### src/rtl/pll_clock_sequencer.sv
// Power-up / recovery sequencer for the HFOSC -> PLL40 -> SPI clock path.
// Runs on the free-running oscillator clock; all outputs are registered.
module pll_clock_sequencer #(
  parameter int unsigned RST_CYCLES    = 16,
  parameter int unsigned LOCK_TIMEOUT  = 4096,
  parameter int unsigned STABLE_CYCLES = 256,
  parameter int unsigned MAX_RETRY     = 3,
  parameter int unsigned CNT_W         = 16
) (
  input  logic       clk,
  input  logic       rst_n,
  input  logic       pll_lock,
  input  logic       sw_restart,
  output logic       pll_resetb,
  output logic       pll_bypass,
  output logic       sys_rst_n,
  output logic       clk_ready,
  output logic       lock_lost,
  output logic [1:0] retry_cnt,
  output logic [2:0] state_o
);

  localparam logic [2:0] PLL_RST   = 3'd0;
  localparam logic [2:0] WAIT_LOCK = 3'd1;
  localparam logic [2:0] STABLE    = 3'd2;
  localparam logic [2:0] RUN       = 3'd3;
  localparam logic [2:0] BYPASS    = 3'd4;

  localparam logic [CNT_W-1:0] RST_LAST    = CNT_W'(RST_CYCLES - 1);
  localparam logic [CNT_W-1:0] TIMEOUT_LAST = CNT_W'(LOCK_TIMEOUT - 1);
  localparam logic [CNT_W-1:0] STABLE_LAST = CNT_W'(STABLE_CYCLES - 1);
  localparam logic [CNT_W-1:0] CNT_ONE     = CNT_W'(1);

  logic             lock_meta_q, lock_s_q;
  logic [2:0]       state_q, state_d;
  logic [CNT_W-1:0] cnt_q, cnt_d;
  logic [1:0]       retry_q, retry_d;
  logic             lost_q, lost_d;
  logic             fail;
  logic             pll_resetb_q, pll_bypass_q, sys_rst_n_q, clk_ready_q;

  // pll_lock is asynchronous to the oscillator clock.
  always_ff @(posedge clk or negedge rst_n) begin
    if (!rst_n) begin
      lock_meta_q <= 1'b0;
      lock_s_q    <= 1'b0;
    end else begin
      lock_meta_q <= pll_lock;
      lock_s_q    <= lock_meta_q;
    end
  end

  always_comb begin
    state_d = state_q;
    cnt_d   = cnt_q;
    retry_d = retry_q;
    lost_d  = lost_q;
    fail    = 1'b0;
    if (sw_restart) begin
      state_d = PLL_RST;
      cnt_d   = '0;
      retry_d = '0;
      lost_d  = 1'b0;
    end else begin
      case (state_q)
        PLL_RST: begin
          if (cnt_q == RST_LAST) begin
            state_d = WAIT_LOCK;
            cnt_d   = '0;
          end else begin
            cnt_d = cnt_q + CNT_ONE;
          end
        end
        WAIT_LOCK: begin
          if (lock_s_q) begin
            state_d = STABLE;
            cnt_d   = '0;
          end else if (cnt_q == TIMEOUT_LAST) begin
            fail = 1'b1;
          end else begin
            cnt_d = cnt_q + CNT_ONE;
          end
        end
        STABLE: begin
          // A lock drop wins over the terminal count and is not a failed attempt.
          if (!lock_s_q) begin
            state_d = WAIT_LOCK;
            cnt_d   = '0;
          end else if (cnt_q == STABLE_LAST) begin
            state_d = RUN;
            cnt_d   = '0;
          end else begin
            cnt_d = cnt_q + CNT_ONE;
          end
        end
        RUN: begin
          if (!lock_s_q) begin
            lost_d = 1'b1;
            fail   = 1'b1;
          end
        end
        BYPASS: begin
        end
        default: begin
          state_d = PLL_RST;
          cnt_d   = '0;
        end
      endcase

      if (fail) begin
        cnt_d = '0;
        if (retry_q != 2'd3) begin
          retry_d = retry_q + 2'd1;
        end
        if (({30'd0, retry_q} + 32'd1) < MAX_RETRY) begin
          state_d = PLL_RST;
        end else begin
          state_d = BYPASS;
        end
      end
    end
  end

  always_ff @(posedge clk or negedge rst_n) begin
    if (!rst_n) begin
      state_q <= PLL_RST;
      cnt_q   <= '0;
      retry_q <= '0;
      lost_q  <= 1'b0;
    end else begin
      state_q <= state_d;
      cnt_q   <= cnt_d;
      retry_q <= retry_d;
      lost_q  <= lost_d;
    end
  end

  // Outputs are decoded from the next state so they line up with state_o.
  always_ff @(posedge clk or negedge rst_n) begin
    if (!rst_n) begin
      pll_resetb_q <= 1'b0;
      pll_bypass_q <= 1'b0;
      sys_rst_n_q  <= 1'b0;
      clk_ready_q  <= 1'b0;
    end else begin
      pll_resetb_q <= (state_d == WAIT_LOCK) || (state_d == STABLE) || (state_d == RUN);
      pll_bypass_q <= (state_d == BYPASS);
      sys_rst_n_q  <= (state_d == RUN) || (state_d == BYPASS);
      clk_ready_q  <= (state_d == RUN) || (state_d == BYPASS);
    end
  end

  assign pll_resetb = pll_resetb_q;
  assign pll_bypass = pll_bypass_q;
  assign sys_rst_n  = sys_rst_n_q;
  assign clk_ready  = clk_ready_q;
  assign lock_lost  = lost_q;
  assign retry_cnt  = retry_q;
  assign state_o    = state_q;

endmodule

### config.mk
export PLATFORM = sky130hd
export DESIGN_NAME = pll_clock_sequencer
export DESIGN_NICKNAME = d
export VERILOG_FILES = /design/src/rtl/pll_clock_sequencer.sv
export SDC_FILE = /design/constraint.sdc
export NUM_CORES = 1
export LEC_CHECK = 0
export ABC_AREA = 1
export CORE_MARGIN = 2
export CORE_UTILIZATION = 50
export CTS_CLUSTER_SIZE = 20
export DETAILED_ROUTE_END_ITERATION = 8
export GPL_ROUTABILITY_DRIVEN = 0
export PLACE_DENSITY_LB_ADDON = 0.15
export SETUP_SLACK_MARGIN = 0.2
export SYNTH_ARGS = -nofsm -noshare
export SYNTH_HDL_FRONTEND = slang
export SYNTH_SLANG_ARGS = --single-unit
### constraint.sdc
create_clock -name clk -period 2.98 [get_ports clk]
set_input_delay 0.596 -clock clk [delete_from_list [all_inputs] [get_ports clk]]
set_output_delay 0.596 -clock clk [all_outputs]
set_load 0.03 [all_outputs]
==> impl_metrics.prom <==
# TYPE chip_impl_metric gauge
chip_impl_info{name="run_status",value="completed"} 1
chip_impl_metric{name="vias_per_cell",unit=""} 5.46
chip_impl_metric{name="timing.max_slew.rel_slack",unit="%"} 64.0
chip_impl_metric{name="die_height",unit="um"} 64.8
chip_impl_metric{name="drt_first_pass_iters",unit=""} 4
chip_impl_metric{name="antenna_found_initial",unit=""} 0
chip_impl_metric{name="hpwlAfterDp",unit="um"} 3250
chip_impl_info{name="critPathCapture",value="state_o[2]"} 1
chip_impl_info{name="synth_top_cell_by_area",value="dfrtp_1"} 1
chip_impl_metric{name="area_of_the_die",unit="sq um"} 4200
chip_impl_metric{name="htree_num_levels",unit=""} 1
chip_impl_metric{name="cts.path.max_buffers",unit=""} 2
chip_impl_metric{name="arrival_time_of_data_at_the_critical_path_endpoint",unit="ns"} 1.44
chip_impl_info{name="rsz0062_at_grt",value="no"} 1
chip_impl_metric{name="tritoncts.num_buffers",unit=""} 3
chip_impl_metric{name="wl",unit="um"} 4440
chip_impl_metric{name="ratio_of_cells_with_drive_above_1_in_the_final_layout",unit="%"} 8.07
chip_impl_metric{name="worstSkewPairLatency",unit="ns"} 0.27
chip_impl_metric{name="areal_power_density_over_the_cells",unit="nW/um^2"} 304
chip_impl_metric{name="fp-row-count",unit=""} 22
chip_impl_metric{name="vdd_ir_drop_max",unit="mV"} 0.241
chip_impl_metric{name="die_width",unit="um"} 64.8
chip_impl_metric{name="worstPathBufferInverterCount",unit=""} 1
chip_impl_metric{name="final_setup_skew",unit="ns"} 0.00792
chip_impl_metric{name="setup_violation_total_in_the_final_timing_report",unit=""} 0
chip_impl_metric{name="clock_sink_count",unit=""} 27
chip_impl_metric{name="portBuffers",unit=""} 13
chip_impl_metric{name="grt_pass1_vias",unit=""} 1723
chip_impl_metric{name="yosysTopAreaCellShare",unit="%"} 36.5
chip_impl_metric{name="post_drt_wl_per_cell",unit="um"} 13.3
chip_impl_metric{name="area_used_by_multi_input_combinational_logic",unit="sq um"} 1000
chip_impl_metric{name="sequential_cell_area",unit="sq um"} 676
chip_impl_metric{name="final_non_filler_cells",unit=""} 333
chip_impl_metric{name="setup.reg_to_reg.worst_slack",unit="ns"} 1.06
chip_impl_info{name="worst_setup_startpoint",value="state_o[2]$_DFF_PN0_"} 1
chip_impl_info{name="crit_family",value="buffers and inverters"} 1
chip_impl_metric{name="reg2reg_depth",unit=""} 12
chip_impl_info{name="hold_path_class",value="reg2reg"} 1
chip_impl_metric{name="actual_slew_at_the_worst_max_slew_pin",unit="ns"} 0.540
chip_impl_metric{name="yosysWarningCount",unit=""} 0
chip_impl_metric{name="postCtsResizedCells",unit=""} 0
chip_impl_metric{name="grt_pass1_wl",unit="um"} 7830
chip_impl_metric{name="synth_seq_area_share",unit="%"} 36.5
chip_impl_metric{name="critical_path.max_stage_delay",unit="ns"} 0.71
chip_impl_metric{name="postCtsSetupBuffers",unit=""} 0
chip_impl_metric{name="nets",unit=""} 293
chip_impl_metric{name="timing.max_cap.violations",unit=""} 0
chip_impl_metric{name="fin_setup_tns",unit="ns"} 0
chip_impl_metric{name="final.period_utilization",unit="%"} 68.3
chip_impl_info{name="critical_path_class",value="reg2out"} 1
chip_impl_info{name="yosys-top-cells-count",value="nand2_1 (79), nand3_1 (41), inv_1 (31), nor2_1 (30), dfrtp_1 (27)"} 1
chip_impl_metric{name="timing_limited_maximum_frequency",unit="MHz"} 491
chip_impl_metric{name="grt-ovfl-total",unit=""} 0
chip_impl_metric{name="grt_max_degree",unit=""} 28
chip_impl_metric{name="cp.depth",unit=""} 1
chip_impl_info{name="synth_flop_cell",value="dfrtp_1"} 1
chip_impl_info{name="timing.critical_path.slowest_stage_cell",value="clkdlybuf4s50_1"} 1
chip_impl_info{name="r2r_end",value="cnt_q[5]$_DFFE_PN0P_"} 1
chip_impl_info{name="worst_r2r_startpoint",value="cnt_q[0]$_DFFE_PN0P_"} 1
chip_impl_metric{name="final-hold-violation-count",unit=""} 0
chip_impl_info{name="crit_chain",value="clkdlybuf4s50_1"} 1
chip_impl_metric{name="synthesis.instances",unit=""} 272
chip_impl_metric{name="hold_slack",unit="ns"} 0.355
chip_impl_info{name="setup.worst_path.end_class",value="primary output"} 1
chip_impl_metric{name="holdBufCountCts",unit=""} 0
chip_impl_metric{name="syn_area",unit="sq um"} 1850
chip_impl_metric{name="finalMaxSlewViolations",unit=""} 0
chip_impl_info{name="hold_path.startpoint",value="lock_meta_q$_DFF_PN0_"} 1
chip_impl_metric{name="vias",unit=""} 1818
chip_impl_metric{name="grt_util_all_layers",unit="%"} 24.0
chip_impl_metric{name="starting_density_of_the_core",unit="%"} 51.3
chip_impl_metric{name="power_leakage",unit="uW"} 0.000980
chip_impl_info{name="synthTopCellsByArea",value="dfrtp_1 (37%), nand2_1 (16%), nand3_1 (11%)"} 1
chip_impl_info{name="clock_root_buffer",value="clkbuf_8"} 1
chip_impl_metric{name="timing.critical_path.required",unit="ns"} 2.38
chip_impl_metric{name="ys_async_sr_fraction",unit="%"} 100
chip_impl_metric{name="cts.reportedPaths.clkPinSlew",unit="ns"} 0.10
chip_impl_info{name="synthMostInstantiatedCell",value="nand2_1"} 1
chip_impl_metric{name="post-route-min-period",unit="ns"} 2.04
chip_impl_metric{name="floorplan.core_area",unit="sq um"} 3610
chip_impl_metric{name="areaGrowthSynthToFinish",unit="%"} 11.5
chip_impl_metric{name="yosysUniqueCellTypes",unit=""} 26
chip_impl_metric{name="cp_max_fo",unit=""} 6
chip_impl_metric{name="boundaryPins",unit=""} 14
chip_impl_metric{name="starting_drt_drc_count",unit=""} 110
chip_impl_info{name="cts_tree",value="yes"} 1
chip_impl_metric{name="route.detailed.drc",unit=""} 0
chip_impl_metric{name="place.detailed.instances",unit=""} 329
chip_impl_metric{name="yosys_register_bits",unit=""} 27
chip_impl_metric{name="count_of_flip_flops_with_a_built_in_enable_after_synthesis",unit=""} 0
chip_impl_metric{name="antenna_cells_inserted",unit=""} 0
chip_impl_metric{name="fill_cells",unit=""} 340
chip_impl_metric{name="ant_nets",unit=""} 0
chip_impl_metric{name="average_instance_area_after_synthesis",unit="sq um"} 6.80
chip_impl_metric{name="synth.net_count",unit=""} 279
chip_impl_info{name="timing.critical_path.from_type",value="flop"} 1
[worst min-delay path by stage]
stage | end | slack [ns] | depth (start not counted)
finish | lock_s_q$_DFF_PN0_ | 0.35 | 0
detailed placement | lock_s_q$_DFF_PN0_ | 0.33 | 0
CTS | lock_s_q$_DFF_PN0_ | 0.36 | 0
global placement | lock_s_q$_DFF_PN0_ | 0.33 | 0
global route | lock_s_q$_DFF_PN0_ | 0.37 | 0
floorplan | clk_ready$_DFF_PN0_ | 0.30 | 0
[layout make-up]
| class | instances | area share, % |
|---|---|---|
| multi-input cells | 204 | 48.6 |
| flip-flops and latches | 27 | 32.7 |
| clock buffers | 4 | 2.18 |
| well taps | 48 | 2.91 |
| inverters | 34 | 6.19 |
| repair buffers | 16 | 7.40 |
[placed cells by master, fill, tap and decap left out]
cell	Yosys	routed
a21oi_1	8	8
a22o_1	1	1
buf_4	1	3
clkbuf_1	4	1
clkbuf_8	0	3
clkdlybuf4s50_1	0	13
dfrtp_1	27	27
ha_1	3	3
inv_1	31	31
inv_2	3	3
nand2_1	79	79
nand2_2	5	5
nand3_1	41	41
nand3_2	1	1
nand3_4	2	2
nand3b_1	1	1
nand4_1	15	15
nor2_1	30	30
nor2_2	4	4
nor2_4	1	1
nor3_1	2	2
o21ai_0	4	4
o21ai_2	1	1
o21bai_1	2	2
o311ai_0	1	1
o31ai_1	1	1
xor2_1	2	2
[registers in the layout, summed over array words and instances, names as in the netlist]
name,flops
clk_ready,1
cnt_q,16
lock_lost,1
lock_meta_q,1
lock_s_q,1
pll_bypass,1
pll_resetb,1
retry_cnt,2
state_o,3
[per-layer routing]
metal / global-route usage (%) / vias up / routed length [um]
li1: - / 913 / -
met1: 31.3 / 834 / 1970
met2: 40.5 / 60 / 2110
met3: 2.60 / 11 / 261
met4: 9.84 / 0 / 97
met5: 0 / - / 0
[cell families after synthesis]
family          Yosys count  synth area share, %
xor+xnor                  2                0.947
flops                    27                 36.5
fa+ha+maj                 3                 2.03
buf+inv                  41                 9.33
compound gates           18                 5.88
simple gates            181                 45.3
[report_power, final]
group | internal (uW) | total, uW | switching [uW] | leakage (uW)
logic | 11.1 | 33.9 | 22.9 | 0.000587
clock network | 95.9 | 213 | 117 | 0.0000228
registers | 371 | 380 | 8.77 | 0.000370
total | 478 | 626 | 149 | 0.000980
[metrics by stage]
step	power (uW)	util (%)	instance area, sq um	setup WS (ns)
after global routing	653	57.2	2060	0.886
after floorplan	404	-	1850	1.37
after detailed placement	421	56.0	2020	0.974
after global placement	421	56.0	2020	1.01
final	626	57.2	2060	0.944
after CTS	630	57.2	2060	0.935
Note: power is estimated with default switching activity, not from simulation.
